==> src/rtl/top_out_collector_pkg.sv <==
// Shared types and constants for the top output collector.
// An event word is {ts, out0, bus_out}, with the timestamp in the high bits.
package top_out_collector_pkg;
  localparam int SMP_W    = 3;
  localparam int TS_W_DEF = 8;

  // Bit offsets inside an event word
  localparam int BUS_LSB  = 0;
  localparam int OUT0_BIT = 2;
  localparam int TS_LSB   = SMP_W;

  typedef struct packed {
    logic [TS_W_DEF-1:0] ts;
    logic                out0;
    logic [1:0]          bus_out;
  } evt_t;
endpackage

==> src/rtl/sync_fifo.sv <==
// First-word-fall-through FIFO with registered storage and a read mux.
// A pop on an empty FIFO is ignored. A push on a full FIFO is taken only when a pop happens in the same cycle.
module sync_fifo #(
  parameter int WIDTH = 8,
  parameter int DEPTH = 4
) (
  input  logic                     clk,
  input  logic                     rst_n,
  input  logic                     push,
  input  logic [WIDTH-1:0]         wdata,
  input  logic                     pop,
  output logic [WIDTH-1:0]         rdata,
  output logic                     full,
  output logic                     empty,
  output logic [$clog2(DEPTH):0]   count
);
  localparam int AW = $clog2(DEPTH);

  logic [WIDTH-1:0] mem [DEPTH];
  logic [AW-1:0]    wr_ptr, rd_ptr;
  logic             do_push, do_pop;

  assign empty   = (count == '0);
  assign full    = (count == (AW+1)'(DEPTH));
  assign do_pop  = pop && !empty;
  assign do_push = push && (!full || do_pop);
  // No bypass: an empty FIFO reports zero, never the write data.
  assign rdata   = empty ? '0 : mem[rd_ptr];

  always_ff @(posedge clk) begin
    if (!rst_n) begin
      wr_ptr <= '0;
      rd_ptr <= '0;
      count  <= '0;
    end else begin
      if (do_push) wr_ptr <= wr_ptr + 1'b1;
      if (do_pop)  rd_ptr <= rd_ptr + 1'b1;
      case ({do_push, do_pop})
        2'b10:   count <= count + 1'b1;
        2'b01:   count <= count - 1'b1;
        default: count <= count;
      endcase
    end
  end

  always_ff @(posedge clk) begin
    if (rst_n && do_push) mem[wr_ptr] <= wdata;
  end
endmodule

==> src/rtl/top_out_collector.sv <==
// Samples top's {out0, bus_out} on every clock. Each change of that vector is queued as a timestamped event.
// Events are drained through a valid/ready handshake. A full FIFO drops the event and sets the sticky overflow flag.
module top_out_collector
  import top_out_collector_pkg::*;
#(
  parameter int DEPTH = 4,
  parameter int TS_W  = TS_W_DEF
) (
  input  logic                    clk,
  input  logic                    rst_n,
  input  logic                    out0,
  input  logic [1:0]              bus_out,
  input  logic                    capture_en,
  output logic                    evt_valid,
  input  logic                    evt_ready,
  output logic [TS_W+SMP_W-1:0]   evt_data,
  output logic [$clog2(DEPTH):0]  evt_count,
  output logic                    overflow,
  input  logic                    clr_overflow
);
  logic [SMP_W-1:0] s1, s2;
  logic [1:0]       prime_cnt;
  logic [TS_W-1:0]  ts;
  logic             primed, chg, pop, drop, full, empty;

  always_ff @(posedge clk) begin
    if (!rst_n) begin
      s1        <= '0;
      s2        <= '0;
      prime_cnt <= '0;
      ts        <= '0;
    end else begin
      s1 <= {out0, bus_out};
      s2 <= s1;
      ts <= ts + 1'b1;
      // s2 holds a real sample after the second edge out of reset
      if (!prime_cnt[1]) prime_cnt <= prime_cnt + 1'b1;
    end
  end

  assign primed    = prime_cnt[1];
  assign chg       = primed && capture_en && (s1 != s2);
  assign pop       = evt_valid && evt_ready;
  assign drop      = chg && full && !pop;
  assign evt_valid = !empty;

  always_ff @(posedge clk) begin
    if (!rst_n)            overflow <= 1'b0;
    else if (drop)         overflow <= 1'b1;
    else if (clr_overflow) overflow <= 1'b0;
  end

  sync_fifo #(.WIDTH(TS_W+SMP_W), .DEPTH(DEPTH)) u_fifo (
    .clk   (clk),
    .rst_n (rst_n),
    .push  (chg),
    .wdata ({ts, s1}),
    .pop   (evt_ready),
    .rdata (evt_data),
    .full  (full),
    .empty (empty),
    .count (evt_count)
  );
endmodule

==> config.mk <==
export PLATFORM = sky130hd
export DESIGN_NAME = top_out_collector
export DESIGN_NICKNAME = d
export VERILOG_FILES = /design/src/rtl/top_out_collector_pkg.sv /design/src/rtl/sync_fifo.sv /design/src/rtl/top_out_collector.sv
export SDC_FILE = /design/constraint.sdc
export NUM_CORES = 1
export LEC_CHECK = 0
export BUFFER_PORTS_ARGS = -buffer_cell sky130_fd_sc_hd__buf_2
export CORE_MARGIN = 2
export CORE_UTILIZATION = 36
export DETAILED_ROUTE_END_ITERATION = 12
export PLACE_DENSITY = 0.59
export SYNTH_ARGS = -nofsm -noshare
export SYNTH_HDL_FRONTEND = slang
export SYNTH_SLANG_ARGS = --single-unit
==> constraint.sdc <==
create_clock -name clk -period 3 [get_ports clk]
set_input_delay 0.15 -clock clk [delete_from_list [all_inputs] [get_ports clk]]
set_output_delay 0.15 -clock clk [all_outputs]
set_load 0.01 [all_outputs]
==> key figures <==
CTS
  • # resized after CTS: 0
  • Maximum buffer depth of the clock tree: 2
  • Clock sinks: 70
  • Clk slew on worst S/H paths: 0.07 ns
  • CTS Buf Count: 9
  • Root buf cell: clkbuf_8
  • Worst-Skew Late Latency: about 0.35 ns
  • CTS tree: yes
  • CTS H-Tree Depth: 3

Global route
  • Initial antenna violation count: 0
  • Global-route wire length before repair: 7260 µm
  • Total GRT Usage: 11.9%
  • Global route overflow: 0
  • Largest net degree at the start of global routing: 32
  • Vias in the first global route: between 1,000 and 1,500

Placed design
  • DP HPWL: 2640 µm
  • Dpl ws: 0.528 ns
  • RD Place Congestion: between 0.6 and 0.7
  • # port buffers: 23

Timing
  • Rel. slew slack: 47.2%
  • Setup Skew: 0.00507 ns
  • Final setup fails: 0
  • Endpoints failing hold: 0
  • RSZ-0062 raised after global routing: no
  • Setup TNS: 0 ns
  • Part of the cycle the worst path needs: between 80 and 90%
  • Fin worst setup slack: between 0.5 and 0.6 ns
  • Least-Margin Pin Slew: 0.791 ns
  • Tmin final: 2.49 ns
  • Fmax: 401 MHz
  • Final slew viol count: 0

Route
  • Vias/cell: 4.48
  • TritonRoute pass-1 iters: 4
  • Wire length per cell: 14.2 µm
  • Drt initial violations: 52
  • Routed Antenna Nets: 0
  • Routed WL: 4430 µm
  • DR DRC count: 0
  • Vias: 1,398

Finish
  • Synth-to-layout area growth: 17.8%
  • Layout cells sized above 1: between 20% and 30%
  • Commonest cells after routing, fill and taps aside: edfxtp_1 (44), and2_1 (30), dfxtp_1 (26)
  • Fillers: 659
  • Final nets: 223
  • Most common cell after layout, fill and taps aside: edfxtp_1
  • # diodes: 0

Critical path
  • Slowest stage delay, CP: 0.56 ns
  • R2r worst-path depth: 9
  • Worst EP required: 3.27 ns
  • Reg2Reg Setup Slack: 0.51 ns
  • Critical path endpoint: u_fifo.count[2]
  • CP Cell Sequence: or4b_1, nor3b_4, inv_1, ha_1, inv_1, fa_1, xor2_1, or3_1, a21boi_0
  • CP arrival: between 2 and 3 ns
  • Setup crit start: u_fifo.count[0]
  • WS Path Type: register to register
  • Critical path endpoint category: register
  • Crit-path most repeated cell: inv_1
  • FF-to-FF End: u_fifo.count[2]
  • Critical Path Slowest Stage Cell: or4b_1
  • CP max FO: 7
  • Startpoint class of the critical path: register
  • Worst R2R Start: u_fifo.count[0]

Die
  • Row cnt: 31
  • DIE HEIGHT: 91.4 µm
  • # IOs: 24
  • Die area: 8350 µm²
  • CORE AREA: approximately 7300 µm²
  • Die Wd: 91.4 µm
  • Initial Utilization: 37.5%

Synthesis
  • Synth warnings: 0
  • Most used DFF post-synth: edfxtp_1
  • Syn nets: 192
  • Syn Area/Cell: 15.5 µm²
  • Cell variety after synth: 24
  • Post-Syn Area: ~2700 µm²
  • Post-synth EDFFs: 44
  • Synthesis-stage register bit count: 70
  • Seq/Total Area, Yosys: between 60 and 70%
  • Mapped Cells: 177
  • Async SR Flop Fraction: 0%

Flow run
  • Max_cap viols: 0

Pwr
  • Leakage: 1.20 nW
  • Peak supply drop: 0.354 mV
  • Pwr dens: 727 nW/µm²

Outcome
  • Status: complete, no violations

Hold path
  • Worst Hold Class: input port to register
==> repair_timing <==
item / in CTS / in global routing
hold endpoints to repair: 3 / 0
hold buffers: 3 / 0
setup buffers: 0 / 0
==> cell families after synthesis <==
| family | Yosys count | share of synthesized area (%) |
|---|---|---|
| mux | 13 | 9.74 |
| xor+xnor | 14 | 4.46 |
| buf+inv | 13 | 1.82 |
| compound gates | 5 | 1.23 |
| flops | 70 | 67.0 |
| simple gates | 55 | 12.3 |
| fa+ha+maj | 7 | 3.46 |
==> layer usage <==
layer,GRT usage (%),wire [µm],vias to the layer above
li1,-,-,699
met1,13.8,1990,661
met2,19.3,2170,29
met3,4.23,177,9
met4,6.06,87,0
met5,0,0,-
==> through the flow <==
step,area (µm²),hold WS (ns),instances,power [mW],utilization [%]
floorplan,2750,0.277,177,1.35,-
global placement,2960,0.361,293,1.45,40.4
detailed placement,2960,0.362,293,1.46,40.4
CTS,3240,0.140,312,2.39,44.2
global route,3240,0.148,312,2.47,44.2
finish,3240,0.157,312,2.35,44.2
==> flip-flops by register name (all words and copies together) (netlist names), named ones only <==
signal / count
s1: 3
u_fifo.wr_ptr: 2
u_fifo.mem: 44
prime_cnt: 2
u_fifo.rd_ptr: 2
ts: 8
s2: 3
u_fifo.count: 3
overflow: 1
==> final cells by class <==
cell class | count | area, µm² | share of cell area, %
tap | 99 | 124 | 3.83
inverter | 7 | 26.3 | 0.811
clock buffer | 9 | 124 | 3.83
clock inverter | 7 | 120 | 3.71
timing repair buffer | 26 | 145 | 4.48
sequential | 70 | 1840 | 56.9
multi-input combinational | 94 | 857 | 26.5
==> critical path: cells and delay by family (launching register included) <==
kind                     cells  cell delay, ns
AND/OR/NAND/NOR              3            1.05
adder cells (fa/ha/maj)      2            0.56
flip-flops                   1            0.34
XOR/XNOR                     1            0.16
AO/OA/AOI/OAI                1            0.16
buffers and inverters        2            0.14
==> how the worst min path moves through the flow <==
stage / from / depth (start not counted) / end / slack [ns]
after floorplan: bus_out[0] / 1 / s1[0] / 0.28
after global placement: out0 / 2 / s1[2] / 0.36
after detailed placement: bus_out[1] / 2 / s1[1] / 0.36
after CTS: clr_overflow / 3 / overflow / 0.14
after global routing: clr_overflow / 3 / overflow / 0.15
final: clr_overflow / 3 / overflow / 0.16
==> power by group <==
part | total, mW | internal [mW] | switching, mW
clock network | 0.921 | 0.556 | 0.365
registers | 1.11 | 1.06 | 0.0576
logic | 0.319 | 0.167 | 0.153
total | 2.35 | 1.78 | 0.575
==> Yosys cell counts, types with 2 or more instances <==
library cell | n | area (µm²)
o21ai_0 | 2 | 10.0
nand2_1 | 6 | 22.5
inv_1 | 7 | 26.3
and2_1 | 30 | 188
xor2_1 | 6 | 52.6
edfxtp_1 | 44 | 1320
dfxtp_1 | 26 | 521
xnor2_1 | 8 | 70.1
nand3_1 | 5 | 25.0
mux4_2 | 11 | 248
clkbuf_1 | 5 | 18.8
and3_1 | 6 | 37.5
nor2b_1 | 3 | 18.8
or3_1 | 2 | 12.5
mux2i_1 | 2 | 20.0
ha_1 | 6 | 75.1
Note: power is estimated with default switching activity, not from simulation.
